==> config.mk <==
export PLATFORM = sky130hd
export DESIGN_NAME = page_table_walker_flat
export DESIGN_NICKNAME = d
export VERILOG_FILES = /design/src/rtl/page_table_walker_if.sv /design/src/rtl/page_table_walker.sv /design/src/flat_wrapper.sv
export SDC_FILE = /design/constraint.sdc
export NUM_CORES = 1
export LEC_CHECK = 0
export CAP_MARGIN = 10
export CORE_MARGIN = 4
export CORE_UTILIZATION = 37
export DETAILED_ROUTE_END_ITERATION = 6
export PLACE_DENSITY = 0.77
export SETUP_SLACK_MARGIN = 0.2
export SYNTH_ARGS = -nofsm -noshare
export SYNTH_HDL_FRONTEND = slang
export SYNTH_SLANG_ARGS = --single-unit
==> constraint.sdc <==
create_clock -name clk -period 4.2 [get_ports clk]
set_input_delay 1.26 -clock clk [delete_from_list [all_inputs] [get_ports clk]]
set_output_delay 1.26 -clock clk [all_outputs]
set_load 0.01 [all_outputs]
==> src/rtl/page_table_walker_if.sv <==
// Purpose: request, memory-read and TLB-update bundle for the Sv32 page-table walker.
// Latency: none, wiring only.
// Backpressure: valid/ready on the request and memory-request channels; responses and updates cannot be stalled.
//
// Ports (slave = walker side, master = requester/memory side):
//   req_valid/req_ready/req_vaddr/req_is_store : walk request for a missed virtual address
//   satp_ppn                                   : root page-table PPN
//   abort                                      : flush/sfence, cancels the walk in progress
//   mem_req_valid/mem_req_ready/mem_req_addr   : PTE read request
//   mem_resp_valid/mem_resp_data               : PTE read data, at most one read outstanding
//   update_valid/update_vpn/update_ppn/update_pte/update_level : TLB write port
//   walk_done/walk_fault                       : completion pulse and its fault qualifier
interface page_table_walker_if #(
  parameter int XLEN = 32
);
  logic            req_valid;
  logic            req_ready;
  logic [XLEN-1:0] req_vaddr;
  logic            req_is_store;
  logic [21:0]     satp_ppn;
  logic            abort;
  logic            mem_req_valid;
  logic            mem_req_ready;
  logic [31:0]     mem_req_addr;
  logic            mem_resp_valid;
  logic [31:0]     mem_resp_data;
  logic            update_valid;
  logic [31:0]     update_vpn;
  logic [31:0]     update_ppn;
  logic [7:0]      update_pte;
  logic [31:0]     update_level;
  logic            walk_done;
  logic            walk_fault;

  modport slave (
    input  req_valid, req_vaddr, req_is_store, satp_ppn, abort,
    input  mem_req_ready, mem_resp_valid, mem_resp_data,
    output req_ready, mem_req_valid, mem_req_addr,
    output update_valid, update_vpn, update_ppn, update_pte, update_level,
    output walk_done, walk_fault
  );

  modport master (
    output req_valid, req_vaddr, req_is_store, satp_ppn, abort,
    output mem_req_ready, mem_resp_valid, mem_resp_data,
    input  req_ready, mem_req_valid, mem_req_addr,
    input  update_valid, update_vpn, update_ppn, update_pte, update_level,
    input  walk_done, walk_fault
  );
endinterface

==> src/rtl/page_table_walker.sv <==
// Purpose: Sv32 page-table walker; reads up to two PTEs and writes one leaf mapping into the TLB or reports a page fault.
// Latency: with zero-wait memory, done 3 cycles after acceptance for a 4 MB superpage, 5 cycles for a 4 KB page.
// Backpressure: accepts only in IDLE; holds mem_req_valid/mem_req_addr stable until mem_req_ready; abort cancels at any point.
//
// Ports:
//   clk   : single clock, rising edge
//   reset : asynchronous active-high reset
//   bus   : page_table_walker_if.slave (request, PTE memory read, TLB update, completion)
module page_table_walker #(
  parameter int XLEN = 32
) (
  input  logic                  clk,
  input  logic                  reset,
  page_table_walker_if.slave    bus
);

  typedef enum logic [2:0] {
    IDLE    = 3'd0,
    L1_REQ  = 3'd1,
    L1_WAIT = 3'd2,
    L0_REQ  = 3'd3,
    L0_WAIT = 3'd4,
    UPDATE  = 3'd5,
    FAULT   = 3'd6,
    DRAIN   = 3'd7
  } state_t;

  state_t      r_state;
  state_t      w_next_state;

  logic [19:0] r_vpn;
  logic        r_is_store;
  logic [31:0] r_mem_req_addr;
  logic [31:0] r_update_vpn;
  logic [31:0] r_update_ppn;
  logic [7:0]  r_update_pte;
  logic [31:0] r_update_level;
  logic        r_walk_fault;

  // PTE field decode of the incoming response.
  logic [31:0] w_pte;
  logic        w_pte_v;
  logic        w_pte_r;
  logic        w_pte_w;
  logic        w_pte_x;
  logic        w_pte_a;
  logic        w_pte_d;
  logic        w_leaf;
  logic        w_common_fault;
  logic        w_l1_misaligned;
  logic        w_unused_bits;

  assign w_pte   = bus.mem_resp_data;
  assign w_pte_v = w_pte[0];
  assign w_pte_r = w_pte[1];
  assign w_pte_w = w_pte[2];
  assign w_pte_x = w_pte[3];
  assign w_pte_a = w_pte[6];
  assign w_pte_d = w_pte[7];
  assign w_leaf  = w_pte_r | w_pte_x;

  // Faults common to both levels, highest priority first. A/D are
  // software-managed, so a clear A (or clear D on a store) is a fault
  // rather than a PTE write-back.
  assign w_common_fault = !w_pte_v
                        || (!w_pte_r && w_pte_w)
                        || (w_leaf && !w_pte_a)
                        || (w_leaf && r_is_store && !w_pte_d);

  // A superpage must have PPN[0] == 0.
  assign w_l1_misaligned = (w_pte[19:10] != 10'd0);

  // Page offset, the top satp bits (32-bit physical space) and the RSW
  // bits never influence the walk.
  assign w_unused_bits = ^{bus.req_vaddr[11:0], bus.satp_ppn[21:20], w_pte[9:8]};

  always_ff @(posedge clk or posedge reset) begin
    if (reset) begin
      r_state <= IDLE;
    end else begin
      r_state <= w_next_state;
    end
  end

  // Abort is evaluated before every other condition in each state.
  always_comb begin
    w_next_state = r_state;
    case (r_state)
      IDLE: begin
        if (bus.req_valid) w_next_state = L1_REQ;
      end
      L1_REQ, L0_REQ: begin
        if (bus.abort) begin
          // A handshake in the abort cycle means a read is in flight.
          w_next_state = bus.mem_req_ready ? DRAIN : IDLE;
        end else if (bus.mem_req_ready) begin
          w_next_state = (r_state == L1_REQ) ? L1_WAIT : L0_WAIT;
        end
      end
      L1_WAIT: begin
        if (bus.abort) begin
          w_next_state = bus.mem_resp_valid ? IDLE : DRAIN;
        end else if (bus.mem_resp_valid) begin
          if (w_common_fault || (w_leaf && w_l1_misaligned)) w_next_state = FAULT;
          else if (w_leaf)                                   w_next_state = UPDATE;
          else                                               w_next_state = L0_REQ;
        end
      end
      L0_WAIT: begin
        if (bus.abort) begin
          w_next_state = bus.mem_resp_valid ? IDLE : DRAIN;
        end else if (bus.mem_resp_valid) begin
          // No third level in Sv32: a pointer at level 0 is a fault.
          if (w_common_fault || !w_leaf) w_next_state = FAULT;
          else                           w_next_state = UPDATE;
        end
      end
      UPDATE, FAULT: begin
        w_next_state = IDLE;
      end
      DRAIN: begin
        if (bus.mem_resp_valid) w_next_state = IDLE;
      end
      default: begin
        w_next_state = IDLE;
      end
    endcase
  end

  always_ff @(posedge clk or posedge reset) begin
    if (reset) begin
      r_vpn          <= 20'd0;
      r_is_store     <= 1'b0;
      r_mem_req_addr <= 32'd0;
      r_update_vpn   <= 32'd0;
      r_update_ppn   <= 32'd0;
      r_update_pte   <= 8'd0;
      r_update_level <= 32'd0;
      r_walk_fault   <= 1'b0;
    end else begin
      if (r_state == IDLE && bus.req_valid) begin
        r_vpn          <= bus.req_vaddr[XLEN-1:12];
        r_is_store     <= bus.req_is_store;
        // Root address is formed at acceptance so mem_req_addr is a
        // register output; satp is static for the duration of a walk.
        r_mem_req_addr <= {bus.satp_ppn[19:0], bus.req_vaddr[31:22], 2'b00};
      end
      if (r_state == L1_WAIT && w_next_state == L0_REQ) begin
        r_mem_req_addr <= {w_pte[29:10], r_vpn[9:0], 2'b00};
      end
      if (w_next_state == UPDATE) begin
        r_update_vpn   <= {12'd0, r_vpn};
        r_update_ppn   <= {10'd0, w_pte[31:10]};
        r_update_pte   <= w_pte[7:0];
        r_update_level <= (r_state == L1_WAIT) ? 32'd1 : 32'd0;
        r_walk_fault   <= 1'b0;
      end
      if (w_next_state == FAULT) begin
        r_walk_fault   <= 1'b1;
      end
    end
  end

  assign bus.req_ready     = (r_state == IDLE);
  assign bus.mem_req_valid = (r_state == L1_REQ) || (r_state == L0_REQ);
  assign bus.mem_req_addr  = r_mem_req_addr;
  // An abort landing on the completion cycle swallows the pulse.
  assign bus.update_valid  = (r_state == UPDATE) && !bus.abort;
  assign bus.walk_done     = ((r_state == UPDATE) || (r_state == FAULT)) && !bus.abort;
  assign bus.walk_fault    = r_walk_fault;
  assign bus.update_vpn    = r_update_vpn;
  assign bus.update_ppn    = r_update_ppn;
  assign bus.update_pte    = r_update_pte;
  assign bus.update_level  = r_update_level;

endmodule

==> src/flat_wrapper.sv <==
// flat-port wrapper written by rule: the top's interface ports become plain ports
module page_table_walker_flat 
#(
  parameter int XLEN = 32
)
  (clk, reset, bus_req_valid, bus_req_vaddr, bus_req_is_store, bus_satp_ppn, bus_abort, bus_mem_req_ready, bus_mem_resp_valid, bus_mem_resp_data, bus_req_ready, bus_mem_req_valid, bus_mem_req_addr, bus_update_valid, bus_update_vpn, bus_update_ppn, bus_update_pte, bus_update_level, bus_walk_done, bus_walk_fault);
  page_table_walker_if #(.XLEN(XLEN)) bus_i ();
  input  logic clk;
  input  logic reset;
  input wire logic [$bits(bus_i.req_valid)-1:0] bus_req_valid;
  input wire logic [$bits(bus_i.req_vaddr)-1:0] bus_req_vaddr;
  input wire logic [$bits(bus_i.req_is_store)-1:0] bus_req_is_store;
  input wire logic [$bits(bus_i.satp_ppn)-1:0] bus_satp_ppn;
  input wire logic [$bits(bus_i.abort)-1:0] bus_abort;
  input wire logic [$bits(bus_i.mem_req_ready)-1:0] bus_mem_req_ready;
  input wire logic [$bits(bus_i.mem_resp_valid)-1:0] bus_mem_resp_valid;
  input wire logic [$bits(bus_i.mem_resp_data)-1:0] bus_mem_resp_data;
  output wire logic [$bits(bus_i.req_ready)-1:0] bus_req_ready;
  output wire logic [$bits(bus_i.mem_req_valid)-1:0] bus_mem_req_valid;
  output wire logic [$bits(bus_i.mem_req_addr)-1:0] bus_mem_req_addr;
  output wire logic [$bits(bus_i.update_valid)-1:0] bus_update_valid;
  output wire logic [$bits(bus_i.update_vpn)-1:0] bus_update_vpn;
  output wire logic [$bits(bus_i.update_ppn)-1:0] bus_update_ppn;
  output wire logic [$bits(bus_i.update_pte)-1:0] bus_update_pte;
  output wire logic [$bits(bus_i.update_level)-1:0] bus_update_level;
  output wire logic [$bits(bus_i.walk_done)-1:0] bus_walk_done;
  output wire logic [$bits(bus_i.walk_fault)-1:0] bus_walk_fault;
  assign bus_i.req_valid = bus_req_valid;
  assign bus_i.req_vaddr = bus_req_vaddr;
  assign bus_i.req_is_store = bus_req_is_store;
  assign bus_i.satp_ppn = bus_satp_ppn;
  assign bus_i.abort = bus_abort;
  assign bus_i.mem_req_ready = bus_mem_req_ready;
  assign bus_i.mem_resp_valid = bus_mem_resp_valid;
  assign bus_i.mem_resp_data = bus_mem_resp_data;
  assign bus_req_ready = bus_i.req_ready;
  assign bus_mem_req_valid = bus_i.mem_req_valid;
  assign bus_mem_req_addr = bus_i.mem_req_addr;
  assign bus_update_valid = bus_i.update_valid;
  assign bus_update_vpn = bus_i.update_vpn;
  assign bus_update_ppn = bus_i.update_ppn;
  assign bus_update_pte = bus_i.update_pte;
  assign bus_update_level = bus_i.update_level;
  assign bus_walk_done = bus_i.walk_done;
  assign bus_walk_fault = bus_i.walk_fault;
  page_table_walker #(.XLEN(XLEN)) u_core (.clk(clk), .reset(reset), .bus(bus_i));
endmodule
* Word-level counts from Yosys, hierarchy flattened
Cells that the tools add are included.
** Word-level totals
- Input bits :: 93
- Flip-flop bits (word level) :: 139
- Word-level logic and storage cells :: 68
** Operators by class
- Reductions and logical operators :: 28
- Bitwise gates (word level) :: 1
- Equal/unequal tests :: 10
- Multiplexer cells :: 20
** Operators with widths (number)
- $mux 32 :: 2
- $mux 3 :: 13
- $eq 3x3->1 const B :: 6
- $pmux 3 s6 :: 1
- $reduce_bool 10->1 :: 1
- $eq 3x2->1 const B :: 3
- $logic_and 1x1->1 :: 9
- $logic_or 1x1->1 :: 7
- $logic_not 1->1 :: 6
- $reduce_bool 2->1 :: 2
- $reduce_or 2->1 :: 2
- $eq 3x1->1 const B :: 1
- $logic_not 3->1 :: 1
- $mux 1 :: 3
- $mux 2 :: 1
- $or 1x1->1 :: 1

* Longest topological paths before layout
- Depth after elaboration :: 13
- Gate-level depth with buffers :: 9

* Worst setup path before layout
OpenSTA, ideal clock, no wires.
- Kind :: input -> output
- From :: in bus_abort
- To :: out bus_update_valid
- Data required time :: 2.940 ns
- Arrival :: 1.923 ns
- Path buffers :: 1
- Path slack :: 1.017 ns
- Stages on the path :: 2
- Cells stage by stage :: clkbuf_1 -> nor4b_1
** On the way
- Word-level cells in the longest chain between the ends :: 2
** Ends and longest elaborated chain
- start, declared :: RTL line flat_wrapper.sv:14 : input wire logic [$bits(bus_i.abort)-1:0] bus_abort;
- $logic_not 1->1 :: RTL line page_table_walker.sv:168 : assign bus.update_valid = (r_state == UPDATE) && !bus.abort;
- $logic_and 1x1->1 :: RTL line page_table_walker.sv:168
- end, declared :: RTL line flat_wrapper.sv:21 : output wire logic [$bits(bus_i.update_valid)-1:0] bus_update_valid;
Every way passes these cells.

* Worst setup path after layout
Ends and elaborated chain as after synthesis.

==> reports/metrics.yaml <==
cells_and_area:
  layout.nets: 663
  drive_above_1_share_pct: 9.043
  area_growth_syn_to_layout_pct: 40.73
  antenna_cells: 0
  fin_area_um2: 6865
  fin_util_pct: 53.75
clocking:
  cts.sinks: 106
  cts_root_buf: "clkbuf_16"
  cts_buffers: 9
  path_clk_slew_ns: 0.06
  cts_setup_buffers: 0
  cts_tree: "done"
  post_cts_resized: 0
  postCtsHoldBufs: 0
  clockBufferDepth: 2
  clock_latency_ns: 0.34
  cts-htree-levels: 3
routing:
  wirelength_um: 12270
  vias_per_cell: 4.728
  drt_iter0_drc: 239
  wl_per_cell_um: 16.43
  drtPass1Iterations: 4
  route.detailed.drc: 0
  vias: 3532
  antenna_left: 0
timing:
  rsz0062_at_grt: "false"
  finalCriticalPeriod_ns: 3.941
  tightest_slew_ns: 0.6955
  finalHoldViolations: 0
  relSlewSlack_pct: 53.63
  slew_viol_final: 0
  timing.final.ws_setup_ns: 0.2589
  fmax_ghz: 0.2537
  fin_skew_ns: 0.005661
  setup_violations: 0
  hold_ws_ns: 0.4781
  fin_tns_setup_ns: 0
  finalCritPeriodShare_pct: 93.84
yosys:
  synth_area_leader_cell: "dfrtp_1"
  synth_ff_type: "dfrtp_1"
  synth-edff-count: 0
  async_flop_share_pct: 100.0
  netlist_top_cells_area: "dfrtp_1 (54%), mux2_1 (11%), buf_4 (9.2%)"
  syn_area_um2: 4878
  synth.distinct_cells: 42
  netlist_instances: 411
  avgSynthCellArea_um2: 11.87
  ys_ff_latch: 106
  synth_warnings: 0
  netlist.area_leader.share_pct: 54.37
  yosysMostFrequentCell: "dfrtp_1"
  seq_area_frac_synth_pct: 54.37
  synth_common_cells: "dfrtp_1 (106), buf_4 (60), nand2_1 (55), mux2_1 (48), mux2_2 (22)"
worst_setup_path:
  reg2reg_from: "u_core.r_state[1]"
  crit_family: "buffers and inverters"
  required_ns: 2.94
  reg2reg_slack_ns: 1.69
  end_kind: "output port"
  cp_common_cell: "clkdlybuf4s50_1"
  crit_path_start_kind: "input pin"
  critPathKind: "in2out"
  reg2reg_depth: 7
  r2r-end: "u_core.bus.update_vpn[3]"
  cpPeakStageDelay_ns: 0.61
  cp_num_buf_inv: 2
  path_max_fanout: 5
  worstPathArrival_ns: 2.68
  crit_slowest_cell: "clkdlybuf4s50_1"
  crit_chain: "clkdlybuf4s50_1 -> nor4b_1 -> clkdlybuf4s50_1"
global_routing:
  grt_pass1_wl_um: 19240
  grt_use_total_pct: 16.53
  grt_pass1_vias: 3663
  grt_antenna_before_repair: 1
  grt_max_degree: 53
  overflow: 0
placed_design:
  dpl_cell_area_um2: 6513
  place_hpwl_um: 9095
  place_congestion: 0.8496
  place_ws_ns: 0.2694
  io_buffers: 162
hold_path:
  hold_path.class: "reg2reg"
  min-delay-start: "u_core.bus.update_pte[0]"
  min_path_cells: 1
  hold-path-endpoint: "u_core.bus.update_pte[0]"
power_and_ir_drop:
  power_density_nw_per_um2: 715.4
  ir_worst_vdd_mv: 0.3742
  p_leak_nw: 2.990
floorplan:
  die_h_um: 122.8
  initial_core_util_pct: 38.19
  die_x_um: 122.8
  placementRows: 41
  fp.coreArea_um2: 12770
  io_pins: 234
  dieArea_um2: 15090
job:
  cap_violations: 0
status:
  status: "finished, final reports clean"
placed cells by master (no fill, tap or decap), types with 3 or more instances in the layout:
| master | n |
|---|---|
| clkdlybuf4s50_1 | 162 |
| dfrtp_1 | 106 |
| nand2_1 | 55 |
| conb_1 | 55 |
| mux2_1 | 48 |
| mux2_2 | 22 |
| a22oi_1 | 21 |
| o21ai_0 | 17 |
| mux2i_1 | 10 |
| clkbuf_16 | 9 |
| inv_1 | 6 |
| buf_4 | 6 |
| nand2b_1 | 4 |
| nor3b_1 | 3 |
| nor2_1 | 3 |
| nand3_1 | 3 |
| nor3_1 | 3 |
| bufinv_16 | 3 |
state kept, by name, indices dropped and copies added (netlist names):
name,count
u_core.r_vpn,20
u_core.r_state,3
u_core.bus.update_vpn,20
u_core.bus.update_ppn,22
u_core.bus.mem_req_addr,30
u_core.bus.walk_fault,1
u_core.r_is_store,1
u_core.bus.update_level,1
u_core.bus.update_pte,8
final cells by class:
class,count,area (µm²)
fill,1087,5908
sequential,106,2653
multi-input combinational,275,1904
timing repair buffer,170,1707
clock buffer,11,242.7
tap,172,215.2
clock inverter,5,110.1
inverter,8,33.78
worst register-to-register path, stage by stage, from the launching register on:
cell and delay (ns):
dfrtp_1 0.60, nor3b_1 0.47, nand2_1 0.19, nor2b_1 0.24, nor4_4 0.10, nand3_2 0.12, buf_4 0.29, mux2_1 0.38
metrics by stage:
stage	cells	total power [mW]
4_1_cts	747	4.985
3_3_place_gp	731	3.893
6_report	747	4.912
5_1_grt	747	5.226
3_5_place_dp	731	3.969
2_1_floorplan	465	2.851
power by group:
group	internal [mW]	total, mW	leakage [nW]	switching, mW
Combinational	1.20	2.08	1.54	0.885
Clock	0.605	0.980	0.172	0.376
Sequential	1.53	1.85	1.27	0.318
Total	3.33	4.91	2.99	1.58
worst max path at each step:
stage / endpoint / start / cells after the start / slack [ns]
final: bus_update_valid / bus_abort / 3 / 0.26
after global routing: bus_update_valid / bus_abort / 3 / 0.24
after CTS: bus_update_valid / bus_abort / 3 / 0.26
after detailed placement: bus_update_valid / bus_abort / 3 / 0.27
after global placement: bus_update_valid / bus_abort / 3 / 0.23
after floorplan: bus_update_valid / bus_abort / 2 / 1.02
kinds of logic (layout without fill, tap and decap cells):
| family | Yosys count | in the layout | share of synthesized area (%) |
|---|---|---|---|
| flops | 106 | 106 | 54.37 |
| mux | 80 | 80 | 18.21 |
| compound gates | 52 | 52 | 7.079 |
| buf+inv | 84 | 194 | 11.11 |
| xor+xnor | 2 | 2 | 0.3591 |
| other cells | 1 | 55 | 0.07687 |
| simple gates | 86 | 86 | 8.797 |
routing by layer:
metal  global-route usage (%)  up-vias  part of all wire [%]
li1                         -     1633                     -
met1                    19.79     1706                    39
met2                    26.96      169                    49
met3                    6.221       22                   9.4
met4                    6.508        2                   2.2
met5                        0        -                  0.11
Power figures use the tool's default switching activity.
